`src/rtl/ctrl_pkg.sv`:
```
// ----------------------------------------------------------------------------
// ctrl_pkg
// Shared definitions for the multi-cycle RV32I control unit:
//   - estado_t : FSM state encoding (also exported on the debug port)
//   - OP_*     : supported major opcodes
//   - ALU_*    : ULA operation select codes
//   - branch helpers: which funct3 values are supported and whether taken
// ----------------------------------------------------------------------------
package ctrl_pkg;

    typedef enum logic [2:0] {
        ST_INIT  = 3'd0,
        ST_BUSCA = 3'd1,
        ST_DECOD = 3'd2,
        ST_EXEC  = 3'd3,
        ST_MEM   = 3'd4,
        ST_ESCR  = 3'd5,
        ST_ERRO  = 3'd6
    } estado_t;

    localparam logic [6:0] OP_R  = 7'b0110011;
    localparam logic [6:0] OP_I  = 7'b0010011;
    localparam logic [6:0] OP_LW = 7'b0000011;
    localparam logic [6:0] OP_SW = 7'b0100011;
    localparam logic [6:0] OP_B  = 7'b1100011;

    localparam logic [3:0] ALU_ADD = 4'b0000;
    localparam logic [3:0] ALU_SUB = 4'b0001;
    localparam logic [3:0] ALU_AND = 4'b0010;
    localparam logic [3:0] ALU_OR  = 4'b0011;
    localparam logic [3:0] ALU_XOR = 4'b0100;
    localparam logic [3:0] ALU_SLL = 4'b0101;
    localparam logic [3:0] ALU_SRL = 4'b0110;
    localparam logic [3:0] ALU_SLT = 4'b0111;

    // beq / bne / blt / bge are the only conditional branches supported.
    function automatic logic branch_valido(input logic [2:0] f3);
        return (f3 == 3'b000) || (f3 == 3'b001) || (f3 == 3'b100) || (f3 == 3'b101);
    endfunction

    // Decision is taken from the ULA flags of rs1 - rs2 computed in EXEC.
    function automatic logic branch_taken(input logic [2:0] f3, input logic n, input logic z);
        logic t;
        t = 1'b0;
        case (f3)
            3'b000:  t = z;
            3'b001:  t = ~z;
            3'b100:  t = n;
            3'b101:  t = ~n;
            default: t = 1'b0;
        endcase
        return t;
    endfunction

endpackage

```
`src/rtl/decod_ula.sv`:
```
// ----------------------------------------------------------------------------
// decod_ula
// Combinational ULA operation decoder.
// Ports:
//   i_opcode [6:0]  instruction opcode
//   i_funct3 [2:0]  instruction funct3
//   i_bit30         instruction bit 30 (selects SUB for R-type funct3=000)
//   o_alu_op [3:0]  ULA select code
//   o_valido        1 when opcode (and, for R/I, funct3) is supported
// ----------------------------------------------------------------------------
module decod_ula
    import ctrl_pkg::*;
(
    input  logic [6:0] i_opcode,
    input  logic [2:0] i_funct3,
    input  logic       i_bit30,
    output logic [3:0] o_alu_op,
    output logic       o_valido
);

    always_comb begin
        o_alu_op = ALU_ADD;
        o_valido = 1'b0;
        case (i_opcode)
            OP_R, OP_I: begin
                o_valido = 1'b1;
                case (i_funct3)
                    // bit30 only means SUB for register-register; addi has
                    // immediate bits there.
                    3'b000:  o_alu_op = ((i_opcode == OP_R) && i_bit30) ? ALU_SUB : ALU_ADD;
                    3'b111:  o_alu_op = ALU_AND;
                    3'b110:  o_alu_op = ALU_OR;
                    3'b100:  o_alu_op = ALU_XOR;
                    3'b001:  o_alu_op = ALU_SLL;
                    3'b101:  o_alu_op = ALU_SRL;
                    3'b010:  o_alu_op = ALU_SLT;
                    default: o_valido = 1'b0;
                endcase
            end
            OP_LW, OP_SW: begin
                o_valido = 1'b1;
                o_alu_op = ALU_ADD;
            end
            // Branch funct3 is checked later, in EXEC.
            OP_B: begin
                o_valido = 1'b1;
                o_alu_op = ALU_SUB;
            end
            default: begin
                o_valido = 1'b0;
                o_alu_op = ALU_ADD;
            end
        endcase
    end

endmodule

```
`src/rtl/unid_controle_multiciclo.sv`:
```
// ----------------------------------------------------------------------------
// unid_controle_multiciclo
// Multi-cycle control unit for the RV32I-subset datapath. Each instruction
// walks BUSCA -> DECOD -> EXEC [-> MEM] [-> ESCR] -> BUSCA; unsupported
// encodings park the FSM in ERRO until reset.
//
// Parameter: RESET_PC_HOLD (1..15) cycles spent in INIT after reset.
// Optional build macro: PERF_COUNT_EN enables the n_ciclos / n_inst counters;
// without it both ports are tied to 0.
//
// Ports:
//   clk, rst (sync, active high)
//   inst[31:0]   instruction from mem_inst (latched while ir_write=1)
//   n, z         ULA negative / zero flags
//   pc_write, ir_write, regWrite, ALUSrc, SeltipoSouB, MemToReg,
//   MemWrite, PCSrc, ALUOp[3:0]   datapath controls
//   estado[2:0]  current FSM state (debug)
//   ilegal       sticky illegal-instruction flag
//   n_ciclos, n_inst [31:0]  performance counters
//
// Control outputs are combinational from state and the latched instruction
// fields; they are forced to their idle values while rst is high so an
// aborted instruction never writes anything in the reset cycle.
// ----------------------------------------------------------------------------
module unid_controle_multiciclo
    import ctrl_pkg::*;
#(
    parameter int RESET_PC_HOLD = 1
) (
    input  logic        clk,
    input  logic        rst,
    input  logic [31:0] inst,
    input  logic        n,
    input  logic        z,
    output logic        pc_write,
    output logic        ir_write,
    output logic        regWrite,
    output logic        ALUSrc,
    output logic        SeltipoSouB,
    output logic        MemToReg,
    output logic        MemWrite,
    output logic        PCSrc,
    output logic [3:0]  ALUOp,
    output logic [2:0]  estado,
    output logic        ilegal,
    output logic [31:0] n_ciclos,
    output logic [31:0] n_inst
);

    localparam logic [3:0] HOLD_LAST = 4'(RESET_PC_HOLD - 1);

    estado_t    r_estado;
    estado_t    w_prox;
    logic [3:0] r_hold;
    logic       r_ilegal;
    logic       w_to_erro;

    // Only the fields the control unit decodes are kept.
    logic [6:0] r_opcode;
    logic [2:0] r_funct3;
    logic       r_bit30;

    logic [3:0] w_alu_op;
    logic       w_valido;

    // Remaining instruction bits belong to the datapath (registers, imm).
    logic       w_unused_inst;
    assign w_unused_inst = ^{inst[31], inst[29:15], inst[11:7]};

    decod_ula u_decod_ula (
        .i_opcode (r_opcode),
        .i_funct3 (r_funct3),
        .i_bit30  (r_bit30),
        .o_alu_op (w_alu_op),
        .o_valido (w_valido)
    );

    always_ff @(posedge clk) begin
        if (rst) begin
            r_estado <= ST_INIT;
            r_hold   <= '0;
            r_ilegal <= 1'b0;
        end else begin
            r_estado <= w_prox;
            if (r_estado == ST_INIT) begin
                r_hold <= r_hold + 4'd1;
            end
            if (w_to_erro) begin
                r_ilegal <= 1'b1;
            end
        end
    end

    always_ff @(posedge clk) begin
        if (ir_write) begin
            r_opcode <= inst[6:0];
            r_funct3 <= inst[14:12];
            r_bit30  <= inst[30];
        end
    end

    always_comb begin
        w_prox      = r_estado;
        w_to_erro   = 1'b0;
        pc_write    = 1'b0;
        ir_write    = 1'b0;
        regWrite    = 1'b0;
        ALUSrc      = 1'b0;
        SeltipoSouB = 1'b0;
        MemToReg    = 1'b0;
        MemWrite    = 1'b0;
        PCSrc       = 1'b0;
        ALUOp       = ALU_ADD;

        case (r_estado)
            ST_INIT: begin
                if (r_hold == HOLD_LAST) begin
                    w_prox = ST_BUSCA;
                end
            end
            ST_BUSCA: begin
                ir_write = 1'b1;
                w_prox   = ST_DECOD;
            end
            ST_DECOD: begin
                if (w_valido) begin
                    w_prox = ST_EXEC;
                end else begin
                    w_prox    = ST_ERRO;
                    w_to_erro = 1'b1;
                end
            end
            ST_EXEC: begin
                case (r_opcode)
                    OP_R: begin
                        ALUOp  = w_alu_op;
                        w_prox = ST_ESCR;
                    end
                    OP_I: begin
                        ALUSrc = 1'b1;
                        ALUOp  = w_alu_op;
                        w_prox = ST_ESCR;
                    end
                    OP_LW, OP_SW: begin
                        ALUSrc = 1'b1;
                        ALUOp  = ALU_ADD;
                        w_prox = ST_MEM;
                    end
                    OP_B: begin
                        if (branch_valido(r_funct3)) begin
                            ALUOp       = ALU_SUB;
                            SeltipoSouB = 1'b1;
                            pc_write    = 1'b1;
                            PCSrc       = branch_taken(r_funct3, n, z);
                            w_prox      = ST_BUSCA;
                        end else begin
                            w_prox    = ST_ERRO;
                            w_to_erro = 1'b1;
                        end
                    end
                    default: begin
                        w_prox    = ST_ERRO;
                        w_to_erro = 1'b1;
                    end
                endcase
            end
            ST_MEM: begin
                // Address stays on the ULA output for the whole access.
                ALUSrc = 1'b1;
                ALUOp  = ALU_ADD;
                if (r_opcode == OP_SW) begin
                    MemWrite = 1'b1;
                    pc_write = 1'b1;
                    w_prox   = ST_BUSCA;
                end else begin
                    w_prox = ST_ESCR;
                end
            end
            ST_ESCR: begin
                regWrite = 1'b1;
                pc_write = 1'b1;
                MemToReg = (r_opcode == OP_LW);
                // Keep the ULA result stable while it is written back.
                ALUSrc   = (r_opcode != OP_R);
                ALUOp    = w_alu_op;
                w_prox   = ST_BUSCA;
            end
            default: begin
                w_prox = ST_ERRO;
            end
        endcase

        if (rst) begin
            pc_write    = 1'b0;
            ir_write    = 1'b0;
            regWrite    = 1'b0;
            ALUSrc      = 1'b0;
            SeltipoSouB = 1'b0;
            MemToReg    = 1'b0;
            MemWrite    = 1'b0;
            PCSrc       = 1'b0;
            ALUOp       = ALU_ADD;
        end
    end

    assign estado = r_estado;
    assign ilegal = r_ilegal;

`ifdef PERF_COUNT_EN
    logic [31:0] r_n_ciclos;
    logic [31:0] r_n_inst;

    always_ff @(posedge clk) begin
        if (rst) begin
            r_n_ciclos <= '0;
            r_n_inst   <= '0;
        end else begin
            r_n_ciclos <= r_n_ciclos + 32'd1;
            if (pc_write) begin
                r_n_inst <= r_n_inst + 32'd1;
            end
        end
    end

    assign n_ciclos = r_n_ciclos;
    assign n_inst   = r_n_inst;
`else
    assign n_ciclos = '0;
    assign n_inst   = '0;
`endif

endmodule

```
`config.mk`:
```
export PLATFORM = sky130hd
export DESIGN_NAME = unid_controle_multiciclo
export DESIGN_NICKNAME = d
export VERILOG_FILES = /design/src/rtl/ctrl_pkg.sv /design/src/rtl/decod_ula.sv /design/src/rtl/unid_controle_multiciclo.sv
export SDC_FILE = /design/constraint.sdc
export NUM_CORES = 1
export LEC_CHECK = 0
export BUFFER_PORTS_ARGS = -buffer_cell sky130_fd_sc_hd__buf_2
export CAP_MARGIN = 20
export CORE_MARGIN = 2
export CORE_UTILIZATION = 30
export CTS_CLUSTER_DIAMETER = 50
export CTS_CLUSTER_SIZE = 12
export DETAILED_ROUTE_END_ITERATION = 10
export GPL_TIMING_DRIVEN = 0
export PLACE_DENSITY = 0.69
export SLEW_MARGIN = 20
export SYNTH_ARGS = -nofsm -noshare
export SYNTH_HDL_FRONTEND = slang
export SYNTH_SLANG_ARGS = --single-unit
```
`constraint.sdc`:
```
create_clock -name clk -period 1.8 [get_ports clk]
set_input_delay 0.09 -clock clk [delete_from_list [all_inputs] [get_ports clk]]
set_output_delay 0.09 -clock clk [all_outputs]
set_load 0.01 [all_outputs]
```
==> results of run 1 <==
placed cells by master, fill, tap and decap left out, types with 3 or more instances in the layout:
cell | netlist | layout
inv_1 | 6 | 6
nand3_1 | 3 | 3
nor2b_1 | 3 | 3
nand2b_1 | 3 | 3
o21ai_0 | 3 | 3
edfxtp_1 | 11 | 11
xor2_1 | 4 | 4
buf_2 | 2 | 30
nor2_1 | 13 | 12
nand2_1 | 4 | 4
conb_1 | 1 | 65
buf_4 | 68 | 74
clkbuf_8 | 0 | 3
a21oi_1 | 7 | 7
dfxtp_1 | 8 | 8
flip-flops by register name (all words and copies together), names as in the netlist:
register	count
r_opcode	7
ilegal	1
estado	3
r_bit30	1
r_funct3	3
r_hold	4
layout make-up:
type / instances / share of cell area
multi-input cells: 143 / 0.3825
well taps: 70 / 0.03955
plain buffers: 71 / 0.2412
flip-flops and latches: 19 / 0.2215
repair buffers: 35 / 0.08475
clock buffers: 4 / 0.02034
inverters: 6 / 0.01017
cells by family after synthesis:
kind of cell / after synthesis / synth area share
AND/OR/NAND/NOR: 47 / 0.1853
flip-flops: 19 / 0.3104
XOR/XNOR: 6 / 0.03325
multiplexers: 2 / 0.01267
other: 1 / 0.002373
adder cells (fa/ha/maj): 2 / 0.01583
AO/OA/AOI/OAI: 21 / 0.08947
buffers and inverters: 77 / 0.3508
worst reg2reg max path, stage by stage, from the launching register on:
cell      delay (ps)
edfxtp_1         490
clkbuf_2         230
and2b_1          130
o22ai_1          110
a2111o_1         430
a21oi_1          130
worst paths after layout:
check | end | slack (ps) | depth (start not counted)
max | PCSrc | 40 | 4
min | r_opcode[2] | 10 | 1
max reg2reg | ilegal | 220 | 5
min reg2reg | r_hold[3] | 520 | 2
repair_timing:
item | in CTS | in global routing
gates resized for setup | 3 | 9
cloned | 0 | 0
pin swaps | 0 | 4
setup endpoints to repair | 5 | 7
setup buffers | 0 | 6
power breakdown:
| part | internal, mW | switching [mW] | total [mW] | leakage [nW] |
|---|---|---|---|---|
| Clock | 0.157 | 0.126 | 0.283 | 0.0228 |
| Sequential | 0.566 | 0.0824 | 0.649 | 0.166 |
| Combinational | 0.383 | 0.426 | 0.810 | 1.00 |
| Total | 1.11 | 0.635 | 1.74 | 1.19 |
stage by stage:
stage                     setup WS (ps)  hold slack (ps)  utilization  cell area [µm²]
after global placement            92.66            266.3       0.4030             2058
final                             39.62            11.34       0.4336             2215
after detailed placement          97.53            268.1       0.4030             2058
after global routing             -42.32           0.3778       0.4336             2215
after floorplan                   153.0            188.9            -             1826
after CTS                        -50.90            3.273       0.4152             2121
layer usage:
layer	global-route usage	part of all wire
met1	0.08918	0.37
met2	0.1549	0.52
met3	0.02607	0.096
met4	0.03273	0.012
met5	0	0
==> impl_metrics.yaml, run 1 <==
sta:
  slew_viol_final: 0
  min_period_ps: 1760
  fin_worst_skew_ps: 5.251
  max_freq_mhz: 568.1
  final_hold_viol_count: 0
  finalSetupTns_ps: 0
  fin_crit_sh: 0.9780
  setup_violations: 0
  rsz0062_at_grt: "yes"
die:
  start_util: 0.3094
  die_h_um: 76.58
  die_w_um: 76.58
  dieArea_um2: 5864
  ioPinCount: 116
  rows: 26
  core_um2: 5107
setup_path:
  critPathBufInv: 1
  arrival_ps: 1670
  crit_slowest_cell: "edfxtp_1"
  slowest_delay_ps: 450
  regToRegStartpoint: "r_opcode[6]"
  cp_top_family: "simple AND/OR/NAND/NOR gates"
  worstPathRequired_ps: 1710
  crit_fanout: 6
  start_kind: "register"
  crit_type: "register to output pin"
  crit_chain: "nand4bb_4 -> nor4_4 -> nor3b_2 -> buf_2"
  critPathCaptureType: "output pin"
  critPathLaunch: "r_opcode[4]"
place:
  place_inst: 338
  hpwlAfterDp_um: 2232
  gp_congestion: 0.8131
  portBuffers: 29
synthesis:
  synth_top_area_share: 0.3230
  synth_edf_count: 11
  synth_common_cells: "68 x buf_4, 13 x nor2_1, 11 x edfxtp_1, 8 x dfxtp_1, 7 x a21oi_1"
  yosysWarningCount: 0
  syn_area_um2: 1580
  async_flop_share: 0
  syn_inst: 175
  ys_seq_area_frac: 0.3104
  synth.most_common_cell: "buf_4"
  avgSynthCellArea_um2: 9.030
  synth_area_leaders: "buf_4 32%, edfxtp_1 21%, dfxtp_1 10%"
  synth_cell_types: 42
  synthFlopType: "edfxtp_1"
  yosys.area.top_type: "buf_4"
  ys_ff_latch: 19
finish:
  drive_gt1_frac: 0.4353
  fillers: 514
  syn_to_final_growth_pct: 40.14
  final_nets: 317
  multi_input_area_um2: 847.1
  n_antenna_cell: 0
  fin_cells: 348
  regArea_um2: 490.5
power:
  power.total_mw: 1.742
  power_density_nw_per_um2: 786.5
  p_leak_nw: 1.190
  ir_drop_mv: 0.7101
clock_tree:
  htreeDepth: 1
  clk_pin_slew_ps: 60
  clock-sinks: 19
  cts_tree: "yes"
  clk_latency_ps: 250
  hold_buffers: 0
  clockRootBuffer: "clkbuf_8"
  clk_path_buf_depth: 2
  cts_buffers: 3
global_route:
  grt_use_total: 0.08421
  grt_max_degree: 13
  grt_pass1_wl_um: 4091
  overflow: 0
  grt_pass1_vias: 947
  antenna_found_initial: 0
routing:
  drc_errors: 0
  via_per_inst: 3.503
  wl_um: 2795
  via_count: 1219
  wl_per_cell_um: 8.032
  drt_iter0_markers: 29
  drtAntennaViolNets: 0
  dr.pass1.iters: 4
hold_path:
  min_from: "inst[2]"
  hold_path.class: "input pin to register"
outcome:
  outcome: "finished, final reports clean"
flow_run:
  maxCapViolCount: 0
Note: power is estimated with default switching activity, not from simulation.
==> inputs of run 2 (changes only) <==
--- a/config.mk
+++ b/config.mk
@@ -5,15 +5,18 @@
 export SDC_FILE = /design/constraint.sdc
 export NUM_CORES = 1
 export LEC_CHECK = 0
+export ABC_AREA = 1
 export BUFFER_PORTS_ARGS = -buffer_cell sky130_fd_sc_hd__buf_2
 export CAP_MARGIN = 20
+export CELL_PAD_IN_SITES_DETAIL_PLACEMENT = 0
+export CELL_PAD_IN_SITES_GLOBAL_PLACEMENT = 2
 export CORE_MARGIN = 2
-export CORE_UTILIZATION = 30
+export CORE_UTILIZATION = 18
 export CTS_CLUSTER_DIAMETER = 50
 export CTS_CLUSTER_SIZE = 12
 export DETAILED_ROUTE_END_ITERATION = 10
 export GPL_TIMING_DRIVEN = 0
-export PLACE_DENSITY = 0.69
+export PLACE_DENSITY = 0.8
 export SLEW_MARGIN = 20
 export SYNTH_ARGS = -nofsm -noshare
 export SYNTH_HDL_FRONTEND = slang
==> impl_metrics.yaml, run 2 <==
outcome:
  outcome: "finished, final reports clean"
synthesis:
  synth.most_common_cell: "buf_4"
  synth_top_area_share: 0.3087
  ys_seq_area_frac: 0.3055
  async_flop_share: 0
  synth_edf_count: 11
  yosysWarningCount: 0
  syn_inst: 211
  synthFlopType: "edfxtp_1"
  synth_area_leaders: "buf_4 31%, edfxtp_1 21%, dfxtp_1 10%"
  yosys.area.top_type: "buf_4"
  synth_common_cells: "66 x buf_4, 26 x nand2_1, 23 x inv_1, 17 x nor2_1, 16 x nand3_1"
  synth_cell_types: 29
  ys_ff_latch: 19
  syn_area_um2: 1605
  avgSynthCellArea_um2: 7.608
die:
  core_um2: 8678
  rows: 34
  start_util: 0.1850
  ioPinCount: 116
  dieArea_um2: 9689
  die_h_um: 98.44
  die_w_um: 98.44
finish:
  n_antenna_cell: 0
  top_regs: "r_opcode x7, r_hold x4"
  layout_common_cells: "74 x buf_4, 65 x conb_1, 28 x buf_2"
  drive_gt1_frac: 0.4099
  final_nets: 361
  layout.cells.most_common: "buf_4"
  largest_reg_flops: 7
  syn_to_final_growth_pct: 46.77
  regMostFlops: "r_opcode"
clock_tree:
  cts_buffers: 3
  clockRootBuffer: "clkbuf_8"
  clock-sinks: 19
  htreeDepth: 1
  clk_latency_ps: 260
  clk_pin_slew_ps: 80
  cts_tree: "yes"
  clk_path_buf_depth: 2
place:
  gp_congestion: 0.8000
  hpwlAfterDp_um: 2941
  portBuffers: 28
  pre_cts_ws_ps: 33.17
routing:
  drtAntennaViolNets: 0
  wl_um: 3551
  drc_errors: 0
  via_per_inst: 3.240
  dr.pass1.iters: 4
  drt_iter0_markers: 73
  via_count: 1393
  wl_per_cell_um: 8.258
sta:
  fin_worst_skew_ps: 7.385
  final_hold_viol_count: 0
  max_freq_mhz: 587.1
  setup_violations: 0
  finalSetupTns_ps: 0
  worst_slack_ps: 96.66
  slew_viol_final: 0
  min_period_ps: 1703
  fin_crit_sh: 0.9463
hold_path:
  hold_path.class: "input pin to register"
global_route:
  grt_pass1_vias: 1211
  grt_use_total: 0.07093
  antenna_found_initial: 0
  grt_pass1_wl_um: 5602
  overflow: 0
  grt_max_degree: 13
power:
  ir_drop_mv: 0.3142
  p_leak_nw: 1.291
  power_density_nw_per_um2: 777.2
setup_path:
  critPathCaptureType: "output pin"
  worstPathRequired_ps: 1710
  arrival_ps: 1610
  crit_fanout: 6
  start_kind: "register"
  crit_type: "register to output pin"
flow_run:
  maxCapViolCount: 0
-- run 2: worst max-delay path, stage by stage (launching register included) --
cell and delay (ps):
dfxtp_2 410, nand2_1 110, nor2_4 220, nand4_1 180, nand2_1 100, nand2_1 60
a21oi_2 130, buf_2 140
-- run 2: timing repair --
action	4_1_cts	5_1_grt
pin swaps	0	4
endpoints found under the hold margin	4	2
setup buffers	1	8
endpoints found under the setup margin	2	6
gates resized for setup	2	10
cloned	0	0
hold buffers	4	2
-- run 2: path summary, 6_finish.rpt --
| check | startpoint | to | slack (ps) | cells past startpoint |
|---|---|---|---|---|
| worst max-delay path | estado[1] | ALUOp[0] | 100 | 7 |
| worst min-delay path | inst[30] | r_bit30 | 3 | 1 |
| worst max register to register | estado[0] | r_opcode[0] | 460 | 6 |
| worst min register to register | r_hold[3] | r_hold[3] | 480 | 2 |
-- run 2: final cells by class --
cell class | count | area [µm²]
fillers | 992 | 6322
multi-input cells | 163 | 803.3
plain buffers | 66 | 495.5
flip-flops and latches | 19 | 494.2
repair buffers | 43 | 280.3
well taps | 108 | 135.1
inverters | 27 | 101.3
clock buffers | 3 | 41.29
clock inverters | 1 | 5.005
-- run 2: per-layer routing --
| metal | global-route usage | up-vias | part of all wire |
|---|---|---|---|
| li1 | - | 762 | - |
| met1 | 0.09222 | 566 | 0.45 |
| met2 | 0.1156 | 63 | 0.45 |
| met3 | 0.01631 | 2 | 0.081 |
| met4 | 0.02529 | 0 | 0.012 |
| met5 | 0 | - | 0 |
-- run 2: metrics by stage --
stage | cells | power, mW | util | hold slack (ps) | instance area (µm²)
finish | 430 | 1.831 | 0.2715 | 2.698 | 2356
global route | 430 | 2.005 | 0.2715 | -3.264 | 2356
CTS | 420 | 1.764 | 0.2566 | 0.2969 | 2227
detailed placement | 411 | 1.436 | 0.2450 | 268.5 | 2126
global placement | 411 | 1.422 | 0.2450 | 268.9 | 2126
floorplan | 275 | 1.243 | - | 188.9 | 1851
-- run 2: power by group --
part / leakage (nW) / switching [mW] / internal [mW] / total, mW
clock network: 0.0255 / 0.148 / 0.154 / 0.302
registers: 0.167 / 0.106 / 0.575 / 0.681
logic: 1.10 / 0.477 / 0.371 / 0.848
total: 1.29 / 0.731 / 1.10 / 1.83
-- run 2: logic make-up after synthesis --
logic type                 synth area share
AOI/OAI and AO/OA                   0.06470
xor gates and xnor gates           0.005457
adders and majority gates           0.01559
buffers and inverters                0.3718
DFF                                  0.3055
other                              0.002336
and+or+nand+nor                      0.2346
==> inputs of run 3 (changes only) <==
==> constraint.sdc (replaced) <==
create_clock -name clk -period 1.8 [get_ports clk]
set_input_delay 0.09 -clock clk [delete_from_list [all_inputs] [get_ports clk]]
set_output_delay 0.09 -clock clk [all_outputs]
set_load 0.05 [all_outputs]
==> impl_metrics.yaml, run 3 (synthesis results as in run 2) <==
setup_path:
  rr_endpoint: "ilegal"
  arrival_ps: 1710
  cpMostUsedCell: "nand2_2"
  critPathCaptureType: "output pin"
  start_kind: "register"
  worstPathRequired_ps: 1710
  crit_fanout: 5
  slowest_delay_ps: 410
  ff2ff_path_depth: 8
  crit_type: "register to output pin"
  r2r_setup_slack_ps: 510
  crit_chain: "nor2_2 -> nand2_2 -> nor2_4 -> nand3_4 -> nand2_2 -> nand2_2 -> a21oi_4 -> buf_6"
  regToRegStartpoint: "r_opcode[2]"
  crit_slowest_cell: "edfxtp_1"
clock_tree:
  cts_tree: "yes"
  cts_buffers: 3
  htreeDepth: 1
  clk_latency_ps: 260
  clk_path_buf_depth: 2
  clock-sinks: 19
  clockRootBuffer: "clkbuf_8"
  clk_pin_slew_ps: 80
routing:
  drtAntennaViolNets: 0
  wl_um: 3571
  drc_errors: 0
  via_per_inst: 3.294
  dr.pass1.iters: 4
  drt_iter0_markers: 22
  wl_per_cell_um: 8.343
  via_count: 1410
sta:
  worst_slack_ps: 3.865
  setup_violations: 0
  min_period_ps: 1796
  final_hold_viol_count: 0
  rsz0062_at_grt: "yes"
  max_freq_mhz: 556.8
  slew_viol_final: 0
  finalSetupTns_ps: 0
  fin_crit_sh: 0.9979
  fin_worst_skew_ps: 6.623
outcome:
  outcome: "finished, final reports clean"
global_route:
  antenna_found_initial: 0
  grt_use_total: 0.07258
  grt_max_degree: 12
  grt_pass1_vias: 1255
  overflow: 0
  grt_pass1_wl_um: 5747
die:
  ioPinCount: 116
  rows: 34
  core_um2: 8678
  die_h_um: 98.44
  dieArea_um2: 9689
  die_w_um: 98.44
  start_util: 0.1850
finish:
  drive_gt1_frac: 0.4094
  layout.cells.most_common: "buf_4"
  utilization: 0.2798
  top_regs: "r_opcode x7, r_hold x4"
  syn_to_final_growth_pct: 51.29
  n_antenna_cell: 0
  largest_reg_flops: 7
  layout_common_cells: "70 x buf_4, 65 x conb_1, 23 x inv_1, 23 x nand2_1, 21 x buf_2"
  regMostFlops: "r_opcode"
  final_nets: 359
  design_area_um2: 2429
  fillers: 991
place:
  pre_cts_ws_ps: 101.3
  dpl-instance-area_um2: 2185
  hpwlAfterDp_um: 2955
  gp_congestion: 0.8300
  portBuffers: 28
hold_path:
  hold_depth: 1
  hold_path.class: "input pin to register"
  holdPathEnd: "r_opcode[5]"
  min_from: "inst[5]"
power:
  power_density_nw_per_um2: 909.4
  p_leak_nw: 1.278
  ir_drop_mv: 0.4322
  power.total_mw: 2.209
flow_run:
  maxCapViolCount: 0
==> run 3: changes by cell type in the layout (fill, tap and decap cells not counted), moves of 2 or more <==
cell	delta
buf_2	-7
buf_6	+6
nand2_2	+2
a211oi_4	+2
buf_4	-4
nand2_1	-2
dlygate4sd3_1	+4
==> run 3: area by class of cell <==
type,instances,area (µm²),area share
Clock buffer,3,41.29,0.01700
Tap cell,108,135.1,0.05564
Inverter,27,101.3,0.04173
Timing Repair Buffer,41,302.8,0.1247
Multi-Input combinational cell,163,850.8,0.3503
Sequential cell,19,496.7,0.2045
Buffer,66,495.5,0.2040
Clock inverter,1,5.005,0.002061
==> run 3: worst max path at each step <==
| stage | start | end | slack (ps) | cells past startpoint |
|---|---|---|---|---|
| after floorplan | estado[0] | r_bit30 | 40 | 4 |
| after global placement | r_opcode[4] | ALUOp[0] | 80 | 8 |
| after detailed placement | r_opcode[4] | ALUOp[0] | 100 | 8 |
| after CTS | r_opcode[4] | ALUOp[0] | -3 | 8 |
| after global routing | r_opcode[2] | ALUOp[0] | -130 | 8 |
| final | r_opcode[2] | ALUOp[0] | 4 | 8 |
==> run 3: timing repair <==
action	in CTS	in global routing
buffers inserted	2	1
hold buffers	10	0
cloned	0	0
endpoints found under the setup margin	6	6
hold endpoints to repair	10	0
pin swaps	1	3
resized for setup	10	16
==> run 3: where the power goes <==
group / internal (mW) / total [mW] / switching, mW
registers: 0.578 / 0.685 / 0.107
clock network: 0.154 / 0.297 / 0.144
logic: 0.347 / 1.23 / 0.880
==> run 3: critical path: cells and delay by family (launching register included) <==
family,cells,cell delay [ps]
AOI/OAI and AO/OA,1,170
buffers and inverters,1,180
DFF,1,410
and+or+nand+nor,6,670
==> run 3: per-layer routing <==
layer / global-route usage / wire length [µm] / up-vias / part of all wire
met4: 0.02213 / 29 / 0 / 0.0081
met3: 0.01418 / 291 / 2 / 0.081
li1: - / - / 759 / -
met2: 0.1204 / 1628 / 59 / 0.46
met1: 0.09580 / 1622 / 590 / 0.45
met5: 0 / 0 / - / 0
==> run 3: per-stage QoR <==
step / hold slack, ps / instances
after floorplan: 188.9 / 275
after global placement: 269.1 / 411
after detailed placement: 268.5 / 411
after CTS: 7.442 / 427
after global routing: 7.530 / 428
final: 17.26 / 428
